<file path="src/rtl/vend_fsm_param.sv">
// Vending controller: 10/20 coin credit, per-item prices, paced change.
// Optional idle-credit refund timer under VEND_TIMEOUT_REFUND_EN.
module vend_fsm_param #(
  parameter int NUM_ITEMS = 4,
  parameter int CREDIT_W = 6,
  parameter int MAX_CREDIT = 5,
  parameter logic [NUM_ITEMS*CREDIT_W-1:0] ITEM_PRICES =
    {6'd4, 6'd4, 6'd3, 6'd3},
  parameter int TIMEOUT_CYCLES = 1000
) (
  input  logic                 clock,
  input  logic                 reset,
  input  logic [1:0]           coin,
  input  logic                 cancel,
  input  logic [NUM_ITEMS-1:0] choice,
  output logic [NUM_ITEMS-1:0] vend,
  output logic [CREDIT_W-1:0]  credit,
  output logic [NUM_ITEMS-1:0] avail,
  output logic                 change_pulse,
  output logic                 coin_reject,
  output logic                 busy
);

  typedef enum logic [1:0] {
    IDLE,
    CREDIT,
    VEND,
    CHANGE
  } state_t;

  state_t state, state_n;
  logic [CREDIT_W-1:0]  credit_n;
  logic [NUM_ITEMS-1:0] sel, sel_n;
  logic                 reject_n;
  logic [CREDIT_W-1:0]  coin_val;
  logic [CREDIT_W:0]    sum;
  logic                 coin_fits;
  logic                 choice_1h;
  logic                 choice_ok;
  logic                 to_hit;

  if (MAX_CREDIT >= (1 << CREDIT_W) || TIMEOUT_CYCLES < 2)
  begin : g_bad_cfg
    $error("vend_fsm_param: bad parameters");
  end

  function automatic logic [CREDIT_W-1:0] price_of(
    input logic [NUM_ITEMS-1:0] oh
  );
    price_of = '0;
    for (int i = 0; i < NUM_ITEMS; i++)
      if (oh[i])
        price_of |= ITEM_PRICES[i*CREDIT_W +: CREDIT_W];
  endfunction

  always_comb begin
    coin_val = '0;
    if (coin == 2'b01) coin_val = CREDIT_W'(1);
    if (coin == 2'b10) coin_val = CREDIT_W'(2);
  end

  assign sum = {1'b0, credit} + {1'b0, coin_val};
  assign coin_fits = (coin_val != '0) &&
                     (sum <= (CREDIT_W+1)'(MAX_CREDIT));
  assign choice_1h = (choice != '0) &&
                     ((choice & (choice - NUM_ITEMS'(1))) == '0);
  assign choice_ok = choice_1h && (price_of(choice) <= credit);

`ifdef VEND_TIMEOUT_REFUND_EN
  localparam int TO_W = $clog2(TIMEOUT_CYCLES);
  logic [TO_W-1:0] to_cnt;

  // Held at zero outside CREDIT, so entry to CREDIT starts from zero.
  always_ff @(posedge clock) begin
    if (reset)
      to_cnt <= '0;
    else if (state != CREDIT || coin != 2'b00)
      to_cnt <= '0;
    else
      to_cnt <= to_cnt + TO_W'(1);
  end

  assign to_hit = (state == CREDIT) &&
                  (to_cnt == TO_W'(TIMEOUT_CYCLES - 1));
`else
  assign to_hit = 1'b0;
`endif

  always_comb begin
    state_n  = state;
    credit_n = credit;
    sel_n    = sel;
    reject_n = 1'b0;
    unique case (state)
      IDLE: begin
        if (coin_val != '0) begin
          credit_n = coin_val;
          state_n  = CREDIT;
        end else if (coin == 2'b11) begin
          reject_n = 1'b1;
        end
      end
      CREDIT: begin
        if (cancel) begin
          state_n  = CHANGE;
          reject_n = (coin != 2'b00);
        end else if (choice_ok) begin
          sel_n    = choice;
          state_n  = VEND;
          reject_n = (coin != 2'b00);
        end else if (coin != 2'b00) begin
          if (coin_fits) credit_n = sum[CREDIT_W-1:0];
          else           reject_n = 1'b1;
        end else if (to_hit) begin
          state_n = CHANGE;
        end
      end
      VEND: begin
        credit_n = credit - price_of(sel);
        state_n  = (credit_n != '0) ? CHANGE : IDLE;
        sel_n    = '0;
        reject_n = (coin != 2'b00);
      end
      CHANGE: begin
        credit_n = credit - CREDIT_W'(1);
        if (credit == CREDIT_W'(1)) state_n = IDLE;
        reject_n = (coin != 2'b00);
      end
      default: state_n = IDLE;
    endcase
  end

  always_ff @(posedge clock) begin
    if (reset) begin
      state       <= IDLE;
      credit      <= '0;
      sel         <= '0;
      coin_reject <= 1'b0;
    end else begin
      state       <= state_n;
      credit      <= credit_n;
      sel         <= sel_n;
      coin_reject <= reject_n;
    end
  end

  always_comb begin
    avail = '0;
    for (int i = 0; i < NUM_ITEMS; i++)
      avail[i] = (state == CREDIT) &&
                 (ITEM_PRICES[i*CREDIT_W +: CREDIT_W] <= credit);
  end

  assign vend         = (state == VEND) ? sel : '0;
  assign change_pulse = (state == CHANGE);
  assign busy         = (state == VEND) || (state == CHANGE);

endmodule

</file>
<file path="config.mk">
export PLATFORM = sky130hd
export DESIGN_NAME = vend_fsm_param
export DESIGN_NICKNAME = d
export VERILOG_FILES = /design/src/rtl/vend_fsm_param.sv
export SDC_FILE = /design/constraint.sdc
export NUM_CORES = 1
export LEC_CHECK = 0
export ABC_CLOCK_PERIOD_IN_PS = 5500
export CORE_MARGIN = 2
export CORE_UTILIZATION = 48
export DETAILED_ROUTE_END_ITERATION = 12
export PLACE_DENSITY = 0.74
export SYNTH_ARGS = -nofsm -noshare
export SYNTH_HDL_FRONTEND = slang
export SYNTH_SLANG_ARGS = --single-unit
</file>
<file path="constraint.sdc">
create_clock -name clock -period 5.5 [get_ports clock]
set_input_delay 1.1 -clock clock [delete_from_list [all_inputs] [get_ports clock]]
set_output_delay 1.1 -clock clock [all_outputs]
set_load 0.05 [all_outputs]
</file>
==> results of run 1 <==
==> sequential cells by signal, indices dropped and copies added (netlist names) <==
name,flops
coin_reject,1
state,2
credit,6
sel,4
==> cell families (layout without fill, tap and decap cells) <==
family	count (synthesis)	in the layout
AOI/OAI and AO/OA	44	44
buffers and inverters	31	46
muxes	4	4
xor gates and xnor gates	6	6
DFF	13	13
adders and majority gates	18	18
and+or+nand+nor	63	63
==> stage by stage <==
stage | std cells | total power (uW) | setup WS (ps) | hold WS, ps
after CTS | 225 | 331 | 1590 | 471
after detailed placement | 221 | 265 | 1290 | 458
after floorplan | 179 | 225 | 2000 | 435
final | 225 | 331 | 1570 | 470
after global placement | 221 | 261 | 1370 | 449
after global routing | 225 | 354 | 1470 | 491
==> worst register-to-register path, delay by kind of cell (launching register included) <==
family	cells	cell delay, ps
adders and majority gates	3	1040
DFF	1	580
and+or+nand+nor	2	670
AOI/OAI and AO/OA	3	570
==> final timing paths <==
path | start | endpoint | slack [ps]
max | coin[1] | credit[2] | 1570
min reg2reg | sel[3] | sel[3] | 470
min | sel[3] | sel[3] | 470
max reg2reg | credit[0] | credit[2] | 2560
==> routing by layer <==
layer  global-route usage  wire length (microns)
met1                0.303                   1650
met2                0.370                   1590
met5                    0                      0
met4               0.0631                     38
met3               0.0379                    254
==> Yosys cell counts (2+ instances only) <==
cell type and number:
nor2_1 9, nand2b_1 2, nand2_1 15, inv_1 17
nand4_1 5, nor2b_1 4, buf_6 2, xnor2_1 4
ha_1 15, mux4_2 2, o21ai_0 3, buf_4 2
o22ai_1 2, nor3_1 6, o311ai_0 3, a21oi_1 18
clkbuf_1 8, or2_2 3, xor2_1 2, dfxtp_1 13
a211o_1 3, and2_1 5, fa_1 2, o31ai_1 4
nand3_1 7
==> layout by cell type, fill, tap and decap left out, drive strengths merged, types with 2 or more instances in the layout <==
cell / synthesis / final
o21ai: 3 / 3
mux4: 2 / 2
xor2: 2 / 2
and2: 5 / 5
fa: 2 / 2
nand2b: 2 / 2
nand2: 15 / 15
nor2: 9 / 9
nand3: 7 / 7
clkdlybuf4s50: 0 / 25
xnor2: 4 / 4
o22ai: 2 / 2
o311ai: 3 / 3
clkbuf: 8 / 4
nor2b: 4 / 4
ha: 15 / 15
dfxtp: 13 / 13
a211oi: 2 / 2
nor3: 6 / 6
o31ai: 4 / 4
or2: 3 / 3
a21oi: 18 / 18
nand4: 5 / 5
a211o: 3 / 3
inv: 17 / 17
==> power groups by stage <==
stage | clock network (uW) | logic (uW) | registers (uW)
global placement | 0 | 140 | 121
CTS | 68.1 | 144 | 119
detailed placement | 0 | 143 | 121
global route | 73.7 | 159 | 121
finish | 66.1 | 145 | 120
floorplan | 0 | 104 | 121
==> layout make-up <==
cell class              instances  area [sq um]
inverters                      17          63.8
well taps                      31          38.8
flip-flops and latches         13           260
repair buffers                 25           250
fillers                       259          1130
multi-input cells             135           991
clock buffers                   4          26.3
==> impl_metrics.csv, run 1 <==
group,metric,value,unit
status,status,"complete, no violations",
sta,slew_headroom,0.457,
floorplanning,start_util,0.505,
synth,synth-compound-area-share,0.220,
synth,yosysSeqAreaShare,0.187,
cells_and_area,num_antenna_cells,0,
route,drcViolationCount,0,
sta,finalClockSkew,3.95,ps
power_and_ir_drop,peakVddDrop,0.129,mV
setup_path,cpMostUsedCell,"ha_1",
cells_and_area,drive_gt1_frac,0.0567,
setup_path,critPathTopFamily,"adder cells",
setup_path,cp_num_cells,11,
placed_design,place.gp.congestion,0.895,
clocking,htreeDepth,1,
synth,synth_cell_types,48,
synth,synthMuxAreaShare,0.0477,
synth,synth-simple-area-share,0.236,
power_and_ir_drop,clkPwrFrac,0.200,
synth,synth_area_leaders,"dfxtp_1 (19%), ha_1 (13%), a21oi_1 (6.5%), inv_1 (4.6%), nand2_1 (4.0%)",
synth,netlist_instances,179,
clocking,clock-root-buffer,"clkbuf_4",
placed_design,post_dp_cell_area,1600,sq um
flow_run,cap_violations,0,
sta,tns,0,ps
route,vias,1358,
setup_path,cp-start-kind,"input port",
clocking,post_cts_buffers,0,
setup_path,ff2ff_path_depth,8,
setup_path,arrival,4130,ps
sta,tightest_slew,813,ps
placed_design,io_buffers,25,
floorplanning,die_w,57.8,microns
placed_design,hpwl,2670,microns
grt,grt_overflow_total,0,
synth,synthesis.area,1390,sq um
cells_and_area,layout.nets,221,
route,drt_iter0_markers,68,
grt,grt_max_degree,24,
floorplanning,die_area,3350,sq um
sta,fmax,255,MHz
setup_path,max_stage_delay,570,ps
power_and_ir_drop,power.internal,188,uW
setup_path,crit_path_end_kind,"flip-flop",
route,detail-route-antenna-nets,0,
synth,synthAdderAreaFrac,0.171,
route,wl_per_cell,15.7,microns
synth,async_reset_ff_frac,0,
power_and_ir_drop,power_density,203,nW/um^2
route,wirelength,3540,microns
power_and_ir_drop,pwr-share-seq,0.363,
clocking,cts_tree,"built",
synth,ys_warn_count,0,
floorplanning,ios,26,
grt,track_usage,0.225,
cells_and_area,final_util,0.591,
setup_path,criticalPathCategory,"input port to flip-flop",
hold_path,hp-class,"flip-flop to flip-flop",
clocking,clk_pin_slew_worst_paths,90,ps
synth,synth_top_family_by_area,"simple AND/OR/NAND/NOR gates",
power_and_ir_drop,combPwrFrac,0.438,
synth,yosys.area.top_type,"dfxtp_1",
sta,hold_viol,0,
synth,ys.flop_type,"dfxtp_1",
floorplanning,rows,19,
route,firstDrtPassIters,4,
hold_path,hold_depth,2,
setup_path,worstPathRequired,5700,ps
synth,synth_fp_nets,205,
setup_path,cp_cell_sequence,"clkdlybuf4s50_1 -> inv_1 -> ha_1 -> ha_1 -> fa_1 -> maj3_1 -> o22ai_1 -> nand4b_1 -> or4_1 -> a211o_1 -> o31ai_1",
synth,synth_seq_cells,13,
grt,grt_pass1_wl,5870,microns
sta,finalSetupViolations,0,
setup_path,path_max_fanout,7,
setup_path,crit_buf_inv,2,
clocking,cts_made_buffers,3,
synth,synth-edff-count,0,
power_and_ir_drop,power_switching,143,uW
cells_and_area,fin_area,1630,sq um
floorplanning,core_area,2760,sq um
power_and_ir_drop,switching_share,0.433,
sta,grt_setup_unrepaired,"no",
grt,grt_pass1_vias,1278,
floorplanning,die_h,57.8,microns
cells_and_area,area_growth,17.2,%
clocking,cts.repair.resized,0,
sta,fin_crit,3930,ps
sta,min_period_over_period,0.714,
synth,synth-xor-area-share,0.0378,
clocking,cts_sinks,13,
power_and_ir_drop,p_leak,0.000589,uW
grt,antenna_found_initial,0,
sta,maxSlewViolCount,0,
route,avgViaCountPerCell,6.04,
setup_path,crit_slowest_cell,"or4_1",
clocking,cts_hold_buf,0,
synth,syn_avg_cell_area,7.77,sq um
clocking,clock_latency,290,ps
clocking,cts_buffer_depth,2,
synth,synth_top_cell_area_share,0.187,
Note: power is estimated with default switching activity, not from simulation.
==> run 2: changes to the inputs <==
--- a/config.mk
+++ b/config.mk
@@ -5,7 +5,7 @@
 export SDC_FILE = /design/constraint.sdc
 export NUM_CORES = 1
 export LEC_CHECK = 0
-export ABC_CLOCK_PERIOD_IN_PS = 5500
+export ABC_CLOCK_PERIOD_IN_PS = 3990
 export CORE_MARGIN = 2
 export CORE_UTILIZATION = 48
 export DETAILED_ROUTE_END_ITERATION = 12
==> constraint.sdc (replaced) <==
create_clock -name clock -period 3.99 [get_ports clock]
set_input_delay 0.798 -clock clock [delete_from_list [all_inputs] [get_ports clock]]
set_output_delay 0.798 -clock clock [all_outputs]
set_load 0.05 [all_outputs]
==> impl_metrics.csv, run 2 (same netlist as run 1, synthesis figures left out) <==
group,metric,value,unit
status,status,"complete, no violations",
power_and_ir_drop,power_density,279,nW/um^2
sta,tightest_slew,690,ps
setup_path,arrival,3880,ps
floorplanning,die_area,3350,sq um
floorplanning,ios,26,
power_and_ir_drop,p_leak,0.000594,uW
cells_and_area,layout.nets,222,
placed_design,io_buffers,25,
floorplanning,rows,19,
setup_path,cp_cell_sequence,"clkdlybuf4s50_1 -> inv_1 -> ha_1 -> ha_1 -> fa_1 -> maj3_1 -> o22ai_1 -> nand4b_1 -> or4_1 -> a211o_1 -> o31ai_1",
route,avgViaCountPerCell,6.12,
grt,track_usage,0.227,
grt,grt_overflow_total,0,
cells_and_area,layout_common_cells,"clkdlybuf4s50_1 (25), a21oi_1 (18), inv_1 (17)",
cells_and_area,largest_reg_flops,6,
route,wirelength,3540,microns
setup_path,criticalPathCategory,"input port to flip-flop",
setup_path,crit_slowest_cell,"or4_1",
cells_and_area,layout_commonest_cell,"clkdlybuf4s50_1",
sta,tns,0,ps
route,drcViolationCount,0,
sta,hold_viol,0,
setup_path,cpMostUsedCell,"ha_1",
sta,finalSetupViolations,0,
cells_and_area,top_regs,"credit: 6 flops, sel: 4 flops, state: 2 flops",
placed_design,post_dp_cell_area,1610,sq um
setup_path,cp-start-kind,"input port",
route,vias,1384,
floorplanning,die_w,57.8,microns
sta,finalClockSkew,1.75,ps
grt,grt_pass1_wl,5850,microns
setup_path,max_stage_delay,570,ps
hold_path,hp-class,"flip-flop to flip-flop",
cells_and_area,fin_area,1640,sq um
route,drt_iter0_markers,80,
clocking,post_cts_buffers,0,
cells_and_area,area_growth,17.7,%
sta,fin_crit,3690,ps
floorplanning,die_h,57.8,microns
setup_path,critPathTopFamily,"adder cells",
flow_run,cap_violations,0,
clocking,cts_hold_buf,0,
sta,fmax,271,MHz
placed_design,place.gp.congestion,0.897,
setup_path,path_max_fanout,7,
sta,setup_ws,303,ps
setup_path,crit_buf_inv,2,
sta,grt_setup_unrepaired,"no",
grt,antenna_found_initial,0,
clocking,cts_made_buffers,3,
cells_and_area,num_antenna_cells,0,
setup_path,worstPathRequired,4190,ps
sta,min_period_over_period,0.924,
clocking,clock-root-buffer,"clkbuf_4",
cells_and_area,top_register,"credit",
floorplanning,core_area,2760,sq um
placed_design,pre_cts_ws,36.0,ps
sta,slew_headroom,0.536,
clocking,clk_pin_slew_worst_paths,90,ps
route,firstDrtPassIters,4,
cells_and_area,drive_gt1_frac,0.0615,
grt,grt_max_degree,23,
clocking,htreeDepth,1,
placed_design,hpwl,2640,microns
grt,grt_pass1_vias,1269,
route,wl_per_cell,15.7,microns
clocking,cts_tree,"built",
setup_path,crit_path_end_kind,"flip-flop",
route,detail-route-antenna-nets,0,
clocking,cts_sinks,13,
power_and_ir_drop,peakVddDrop,0.198,mV
clocking,cts.repair.resized,0,
floorplanning,start_util,0.505,
clocking,cts_buffer_depth,2,
sta,maxSlewViolCount,0,
clocking,clock_latency,290,ps
## run 2: per-stage QoR
stage               cells  hold slack [ps]  power (uW)  utilization
floorplan             179              435         310            -
global placement      222              449         361        0.584
detailed placement    222              460         367        0.584
CTS                   226              473         456        0.594
global route          226              493         487        0.594
finish                226              467         457        0.594
## run 2: power breakdown
| group | internal, uW | switching, uW | leakage, uW |
|---|---|---|---|
| Clock | 38.9 | 51.0 | 0.0000150 |
| Combinational | 82.9 | 125 | 0.000474 |
| Sequential | 138 | 20.5 | 0.000106 |
| Total | 260 | 197 | 0.000594 |
## run 2: worst register-to-register path, stage by stage, from the launching register on
cell	delay (ps)
dfxtp_1	570
ha_1	260
fa_1	450
maj3_1	340
o22ai_1	170
nand4b_1	110
or4_1	570
a211o_1	340
o31ai_1	70
## run 2: worst paths after layout
| kind | from | to | slack (ps) | cells past startpoint |
|---|---|---|---|---|
| worst max-delay path | coin[1] | credit[2] | 300 | 11 |
| worst min-delay path | sel[1] | sel[1] | 470 | 2 |
| worst max register to register | credit[0] | credit[2] | 1020 | 8 |
| worst min register to register | sel[1] | sel[1] | 470 | 2 |
## run 2: final cells by class
cell class / count / area [sq um]
multi-input cells: 135 / 991
well taps: 31 / 38.8
inverters: 17 / 63.8
flip-flops and latches: 13 / 260
repair buffers: 26 / 258
clock buffers: 4 / 26.3
fillers: 261 / 1120
## run 2: routing by layer
metal  routed length, microns  up-vias  global-route usage
met2                     1600       64               0.365
li1                         -      676                   -
met4                       39        0              0.0664
met3                      248        5              0.0290
met1                     1660      639               0.318
met5                        0        -                   0
